## src/rtl/circuito_seq_if.sv

```systemverilog
// Start/status and datapath bundle between the circuito_seq sweep controller
// and its environment.
interface circuito_seq_if #(
  parameter int unsigned ERRW = 5
);
  logic            start;
  logic            cfg_b0;
  logic            cfg_b2;
  logic            x0;
  logic            x1;
  logic            b0;
  logic [4:0]      b1;
  logic            b2;
  logic            e;
  logic            busy;
  logic            done;
  logic [ERRW-1:0] err_cnt;

  // Environment side: issues start/config and returns the datapath response
  modport master (
    output start, cfg_b0, cfg_b2, x0, x1,
    input  b0, b1, b2, e, busy, done, err_cnt
  );

  // Controller side
  modport slave (
    input  start, cfg_b0, cfg_b2, x0, x1,
    output b0, b1, b2, e, busy, done, err_cnt
  );
endinterface

```

## src/rtl/circuito_seq.sv

```systemverilog
// Self-checking b1 sweep controller for the circuito datapath.
// Optional build macro CIRCUITO_SEQ_B0_TOGGLE_EN: invert b0 on every step advance.
module circuito_seq #(
  parameter int unsigned LAST = 30,
  parameter int unsigned ERRW = 5
) (
  input  logic           clk,
  input  logic           rst,
  circuito_seq_if.slave  bus
);

  localparam int unsigned    IW       = 5;
  localparam logic [IW-1:0]  LAST_IDX = IW'(LAST);
  localparam logic [ERRW-1:0] ERR_MAX = '1;

  typedef enum logic [1:0] {
    IDLE   = 2'd0,
    DRIVE  = 2'd1,
    SAMPLE = 2'd2,
    DONE   = 2'd3
  } state_e;

  state_e          state_q, state_d;
  logic            b0_q, b0_d;
  logic [IW-1:0]   b1_q, b1_d;
  logic            b2_q, b2_d;
  logic [ERRW-1:0] err_q, err_d;
  logic            e_q, e_d;
  logic            busy_q, busy_d;
  logic            done_q, done_d;
  logic            mismatch_c;

  // Expected response of a healthy datapath: x1 follows b0, x0 is its complement
  assign mismatch_c = (bus.x1 != b0_q) || (bus.x0 != ~b0_q);

  always_ff @(posedge clk) begin
    if (rst) begin
      state_q <= IDLE;
      b0_q    <= 1'b0;
      b1_q    <= '0;
      b2_q    <= 1'b0;
      err_q   <= '0;
      e_q     <= 1'b0;
      busy_q  <= 1'b0;
      done_q  <= 1'b0;
    end else begin
      state_q <= state_d;
      b0_q    <= b0_d;
      b1_q    <= b1_d;
      b2_q    <= b2_d;
      err_q   <= err_d;
      e_q     <= e_d;
      busy_q  <= busy_d;
      done_q  <= done_d;
    end
  end

  // Next state; status flags are decoded from the next state so they register in step
  always_comb begin
    state_d = state_q;
    b0_d    = b0_q;
    b1_d    = b1_q;
    b2_d    = b2_q;
    err_d   = err_q;
    e_d     = 1'b0;
    busy_d  = 1'b0;
    done_d  = 1'b0;

    unique case (state_q)
      IDLE: begin
        if (bus.start) begin
          b1_d    = '0;
          b0_d    = bus.cfg_b0;
          b2_d    = bus.cfg_b2;
          err_d   = '0;
          state_d = DRIVE;
        end
      end
      DRIVE: begin
        state_d = SAMPLE;
      end
      SAMPLE: begin
        if (mismatch_c && (err_q != ERR_MAX)) begin
          err_d = err_q + ERRW'(1);
        end
        if (b1_q == LAST_IDX) begin
          state_d = DONE;
        end else begin
          b1_d    = b1_q + IW'(1);
`ifdef CIRCUITO_SEQ_B0_TOGGLE_EN
          b0_d    = ~b0_q;
`endif
          state_d = DRIVE;
        end
      end
      DONE: begin
        state_d = IDLE;
      end
      default: begin
        state_d = IDLE;
      end
    endcase

    e_d    = (state_d == DRIVE) || (state_d == SAMPLE);
    busy_d = e_d;
    done_d = (state_d == DONE);
  end

  assign bus.b0      = b0_q;
  assign bus.b1      = b1_q;
  assign bus.b2      = b2_q;
  assign bus.e       = e_q;
  assign bus.busy    = busy_q;
  assign bus.done    = done_q;
  assign bus.err_cnt = err_q;

endmodule

```

## src/flat_wrapper.sv

```systemverilog
// flat-port wrapper written by rule: the top's interface ports become plain ports
module circuito_seq_flat 
#(
  parameter int unsigned LAST = 30,
  parameter int unsigned ERRW = 5
)
  (clk, rst, bus_start, bus_cfg_b0, bus_cfg_b2, bus_x0, bus_x1, bus_b0, bus_b1, bus_b2, bus_e, bus_busy, bus_done, bus_err_cnt);
  circuito_seq_if #(.ERRW(ERRW)) bus_i ();
  input  logic clk;
  input  logic rst;
  input wire logic [$bits(bus_i.start)-1:0] bus_start;
  input wire logic [$bits(bus_i.cfg_b0)-1:0] bus_cfg_b0;
  input wire logic [$bits(bus_i.cfg_b2)-1:0] bus_cfg_b2;
  input wire logic [$bits(bus_i.x0)-1:0] bus_x0;
  input wire logic [$bits(bus_i.x1)-1:0] bus_x1;
  output wire logic [$bits(bus_i.b0)-1:0] bus_b0;
  output wire logic [$bits(bus_i.b1)-1:0] bus_b1;
  output wire logic [$bits(bus_i.b2)-1:0] bus_b2;
  output wire logic [$bits(bus_i.e)-1:0] bus_e;
  output wire logic [$bits(bus_i.busy)-1:0] bus_busy;
  output wire logic [$bits(bus_i.done)-1:0] bus_done;
  output wire logic [$bits(bus_i.err_cnt)-1:0] bus_err_cnt;
  assign bus_i.start = bus_start;
  assign bus_i.cfg_b0 = bus_cfg_b0;
  assign bus_i.cfg_b2 = bus_cfg_b2;
  assign bus_i.x0 = bus_x0;
  assign bus_i.x1 = bus_x1;
  assign bus_b0 = bus_i.b0;
  assign bus_b1 = bus_i.b1;
  assign bus_b2 = bus_i.b2;
  assign bus_e = bus_i.e;
  assign bus_busy = bus_i.busy;
  assign bus_done = bus_i.done;
  assign bus_err_cnt = bus_i.err_cnt;
  circuito_seq #(.LAST(LAST), .ERRW(ERRW)) u_core (.clk(clk), .rst(rst), .bus(bus_i));
endmodule
```

## config.mk

```make
export PLATFORM = sky130hd
export DESIGN_NAME = circuito_seq_flat
export DESIGN_NICKNAME = d
export VERILOG_FILES = /design/src/rtl/circuito_seq_if.sv /design/src/rtl/circuito_seq.sv /design/src/flat_wrapper.sv
export SDC_FILE = /design/constraint.sdc
export NUM_CORES = 1
export LEC_CHECK = 0
export CORE_AREA = 5 5 46 48
export CTS_BUF_LIST = sky130_fd_sc_hd__clkbuf_2 sky130_fd_sc_hd__clkbuf_4 sky130_fd_sc_hd__clkbuf_8
export CTS_CLUSTER_SIZE = 30
export DETAILED_ROUTE_END_ITERATION = 10
export DIE_AREA = 0 0 51 53
export PLACE_DENSITY = 0.91
export SLEW_MARGIN = 10
export SYNTH_ARGS = -nofsm -noshare
export SYNTH_HDL_FRONTEND = slang
export SYNTH_SLANG_ARGS = --single-unit
```

## constraint.sdc

```tcl
create_clock -name clk -period 2.3 [get_ports clk]
set_input_delay 0.345 -clock clk [delete_from_list [all_inputs] [get_ports clk]]
set_output_delay 0.345 -clock clk [all_outputs]
set_load 0.01 [all_outputs]
```

==> impl_metrics.ini, run 1 <==
[logic_synthesis]
syn_nets = 99
ys_seq_area_share_pct = 41.9
synthTopCellsByCount = dfxtp_1, nor2_1, nand3_1
synthArstFlopShare_pct = 0
yosysTopAreaCellShare_pct = 41.9
synth_cell_type_count = 31
yosysTopAreaCell = dfxtp_1
syn_avg_cell_area_sq_um = 8.79
postSynthCellCount = 87
syn_area_sq_um = 764
synth.most_common_cell = dfxtp_1
ys_top_cells_by_area = dfxtp_1, ha_1, nand3_1
ys_warn_count = 0
synth_edf_count = 0
synth_flop_cell = dfxtp_1
synth-seq-cells = 16

[sta]
fmax_mhz = 476
fin_skew_ns = 0.00259
holdWs_ns = 0.498
rsz0062_at_grt = no
fin_crit_ns = 2.10
fin_setup_tns_ns = 0
period_share_pct = 91.4
hold_viol_final = 0
final.setup.worst_slack_ns = 0.198
tightest_slew_ns = 0.626
slew_headroom_pct = 58.2
final-setup-viol-count = 0
slew_viol_final = 0

[global_routing]
antenna_found_initial = 0
grtUsageTotal_pct = 14.2
grt_pass1_vias = 699
grt_max_degree = 11
gr-total-overflow = 0
grt_pass1_wl_mm = 2.95

[power]
p_comb_share_pct = 13.9
p_leak_nw = 0.394
switching_share_pct = 23.7
seq_power_share_pct = 52.9
p_per_area_nw_per_um2 = 541
ir_drop_mv = 0.346
power_frac_clock_pct = 33.2
p_switching_mw = 0.132
finalPower_mw = 0.558
p_int_mw = 0.425

[placement]
gp_congestion = 0.816
io_buffers = 21
pre_cts_ws_ns = 0.219
hpwlAfterDp_mm = 1.27
dp_cells = 124

[critical_path]
criticalPathCategory = flip-flop to flip-flop
ff2ff_setup_slack_ns = 0.20
critPathSlowestCell = or4_1
critPathMostFrequentCell = ha_1
r2r-end = u_core.bus.err_cnt[3]
critical-path-max-stage-delay_ns = 0.54
worstPathArrival_ns = 2.33
reg2regPathDepth = 6
rr_startpoint = u_core.bus.err_cnt[0]
path_cells = ha_1, and3_1, ha_1, or4_1, or3_1, a21oi_1
critical_path.max_fanout = 5
critPathLaunchType = flip-flop
required_ns = 2.52
end_kind = flip-flop

[die]
fp.coreArea_sq_um = 1670
dieArea_sq_um = 2700
initial_utilization_pct = 45.8
die_w_microns = 51
die_h_microns = 53
rows = 15
io_pins = 22

[cells_and_area]
drive_gt1_share_pct = 7.21
syn2layout_area_growth_pct = 34.9
fin_nets = 124
n_antenna_cell = 0
fill_cells = 147
fin_cells = 128

[clocking]
clk_transition_reported_paths_ns = 0.09
cts_root_buf = clkbuf_4
htreeDepth = 1
clock_path_buffers = 2
cts_setup_buffers = 0
ctsResizeCount = 0
cts_hold_buffers = 0
clkLatencyLatePin_ns = 0.28
cts.sinks = 16
cts_buffers = 3
cts_tree = done

[drt]
drtIter0Drc = 17
wl_per_cell_microns = 12.6
vias = 724
drc_errors = 0
dr.pass1.iters = 4
avgViaCountPerCell = 5.66
drtAntennaViolNets = 0
finalWirelength_mm = 1.62

[worst_hold_path]
whs_endpoint = u_core.bus.err_cnt[4]
min-delay-path-class = flip-flop to flip-flop
min_path_cells = 2
min_from = u_core.bus.err_cnt[4]

[run_status]
status = finished, final reports clean

[run]
timing.max_cap.violations = 0
[layout make-up]
cell class / count / area (sq um) / share of cell area, %
inverter: 3 / 11.3 / 1.09
sequential: 16 / 320 / 31.1
clock buffer: 4 / 36.3 / 3.52
tap: 17 / 21.3 / 2.06
timing repair buffer: 23 / 225 / 21.8
multi-input combinational: 65 / 417 / 40.4
[how the worst max path moves through the flow]
stage / endpoint / from
final: u_core.bus.err_cnt[3] / u_core.bus.err_cnt[0]
after global routing: u_core.bus.err_cnt[3] / u_core.bus.err_cnt[0]
after CTS: u_core.bus.err_cnt[3] / u_core.bus.err_cnt[0]
after detailed placement: u_core.bus.err_cnt[3] / u_core.bus.err_cnt[0]
after global placement: u_core.bus.err_cnt[3] / u_core.bus.err_cnt[0]
after floorplan: u_core.bus.err_cnt[3] / u_core.bus.err_cnt[0]
[cell usage in the layout, fill, tap and decap left out]
| cell | count |
|---|---|
| o211ai_1 | 1 |
| o21bai_1 | 1 |
| nand4_1 | 1 |
| and3_1 | 1 |
| o21a_1 | 1 |
| o21ai_0 | 6 |
| a21oi_1 | 4 |
| nor3b_1 | 2 |
| a211oi_1 | 1 |
| or3_1 | 1 |
| xnor2_1 | 2 |
| or4_1 | 2 |
| and3b_1 | 1 |
| nand3_1 | 8 |
| nand2b_1 | 1 |
| nand4b_1 | 1 |
| inv_1 | 3 |
| o31ai_1 | 1 |
| nand2_1 | 5 |
| clkbuf_8 | 1 |
| nor2b_1 | 4 |
| nand2b_4 | 1 |
| buf_4 | 2 |
| clkbuf_4 | 3 |
| mux2i_1 | 2 |
| nor2_1 | 9 |
| and4_1 | 1 |
| nor3_1 | 2 |
| dfxtp_1 | 16 |
| ha_1 | 5 |
| clkdlybuf4s50_1 | 21 |
| or2_2 | 1 |
[sequential cells by signal (all words and copies together) (netlist names)]
| name | cells |
|---|---|
| u_core.bus.b0 | 1 |
| u_core.bus.b1 | 5 |
| u_core.bus.b2 | 1 |
| u_core.bus.done | 1 |
| u_core.bus.e | 1 |
| u_core.bus.err_cnt | 5 |
| u_core.state_q | 2 |
[power groups by stage]
stage | Clock (mW) | Sequential [mW] | Combinational [mW]
2_1_floorplan | 0 | 0.304 | 0.0384
3_3_place_gp | 0 | 0.301 | 0.0759
3_5_place_dp | 0 | 0.301 | 0.0776
4_1_cts | 0.189 | 0.295 | 0.0783
5_1_grt | 0.205 | 0.297 | 0.0852
6_report | 0.185 | 0.295 | 0.0777
[per-layer routing]
| layer | routed length, microns | track usage, % | vias up |
|---|---|---|---|
| met5 | 0 | 0 | - |
| met4 | 24 | 7.62 | 0 |
| met3 | 117 | 3.38 | 4 |
| met2 | 743 | 23.8 | 23 |
| met1 | 733 | 16.8 | 337 |
| li1 | - | - | 360 |
[worst max-delay path: cells and delay by family, from the launching register on]
family	cells	cell delay [ns]
AND/OR/NAND/NOR	3	1.10
flip-flops	1	0.35
AO/OA/AOI/OAI	1	0.14
adder cells (fa/ha/maj)	2	0.44
[through the flow]
| step | area, sq um | util [%] |
|---|---|---|
| detailed placement | 995 | 59.6 |
| floorplan | 764 | - |
| global placement | 995 | 59.6 |
| CTS | 1030 | 61.7 |
| global route | 1030 | 61.7 |
| finish | 1030 | 61.7 |
[kinds of logic (layout without fill, tap and decap cells)]
logic type      Yosys count  count (layout)  share of synthesized area, %
mux                       2               2                          2.62
xor+xnor                  2               2                          2.29
simple gates             41              41                          30.0
compound gates           15              15                          11.5
fa+ha+maj                 5               5                          8.18
flops                    16              16                          41.9
buf+inv                   6              30                          3.60
No activity file was read; power rests on OpenSTA's default activity.
==> run 2, diff against run 1 <==
--- a/config.mk
+++ b/config.mk
@@ -10,6 +10,7 @@
 export CTS_CLUSTER_SIZE = 30
 export DETAILED_ROUTE_END_ITERATION = 10
 export DIE_AREA = 0 0 51 53
+export GPL_TIMING_DRIVEN = 1
 export PLACE_DENSITY = 0.91
 export SLEW_MARGIN = 10
 export SYNTH_ARGS = -nofsm -noshare
==> results of run 2 <==
No change in the layout: final DEF, timing and power equal those of run 1.
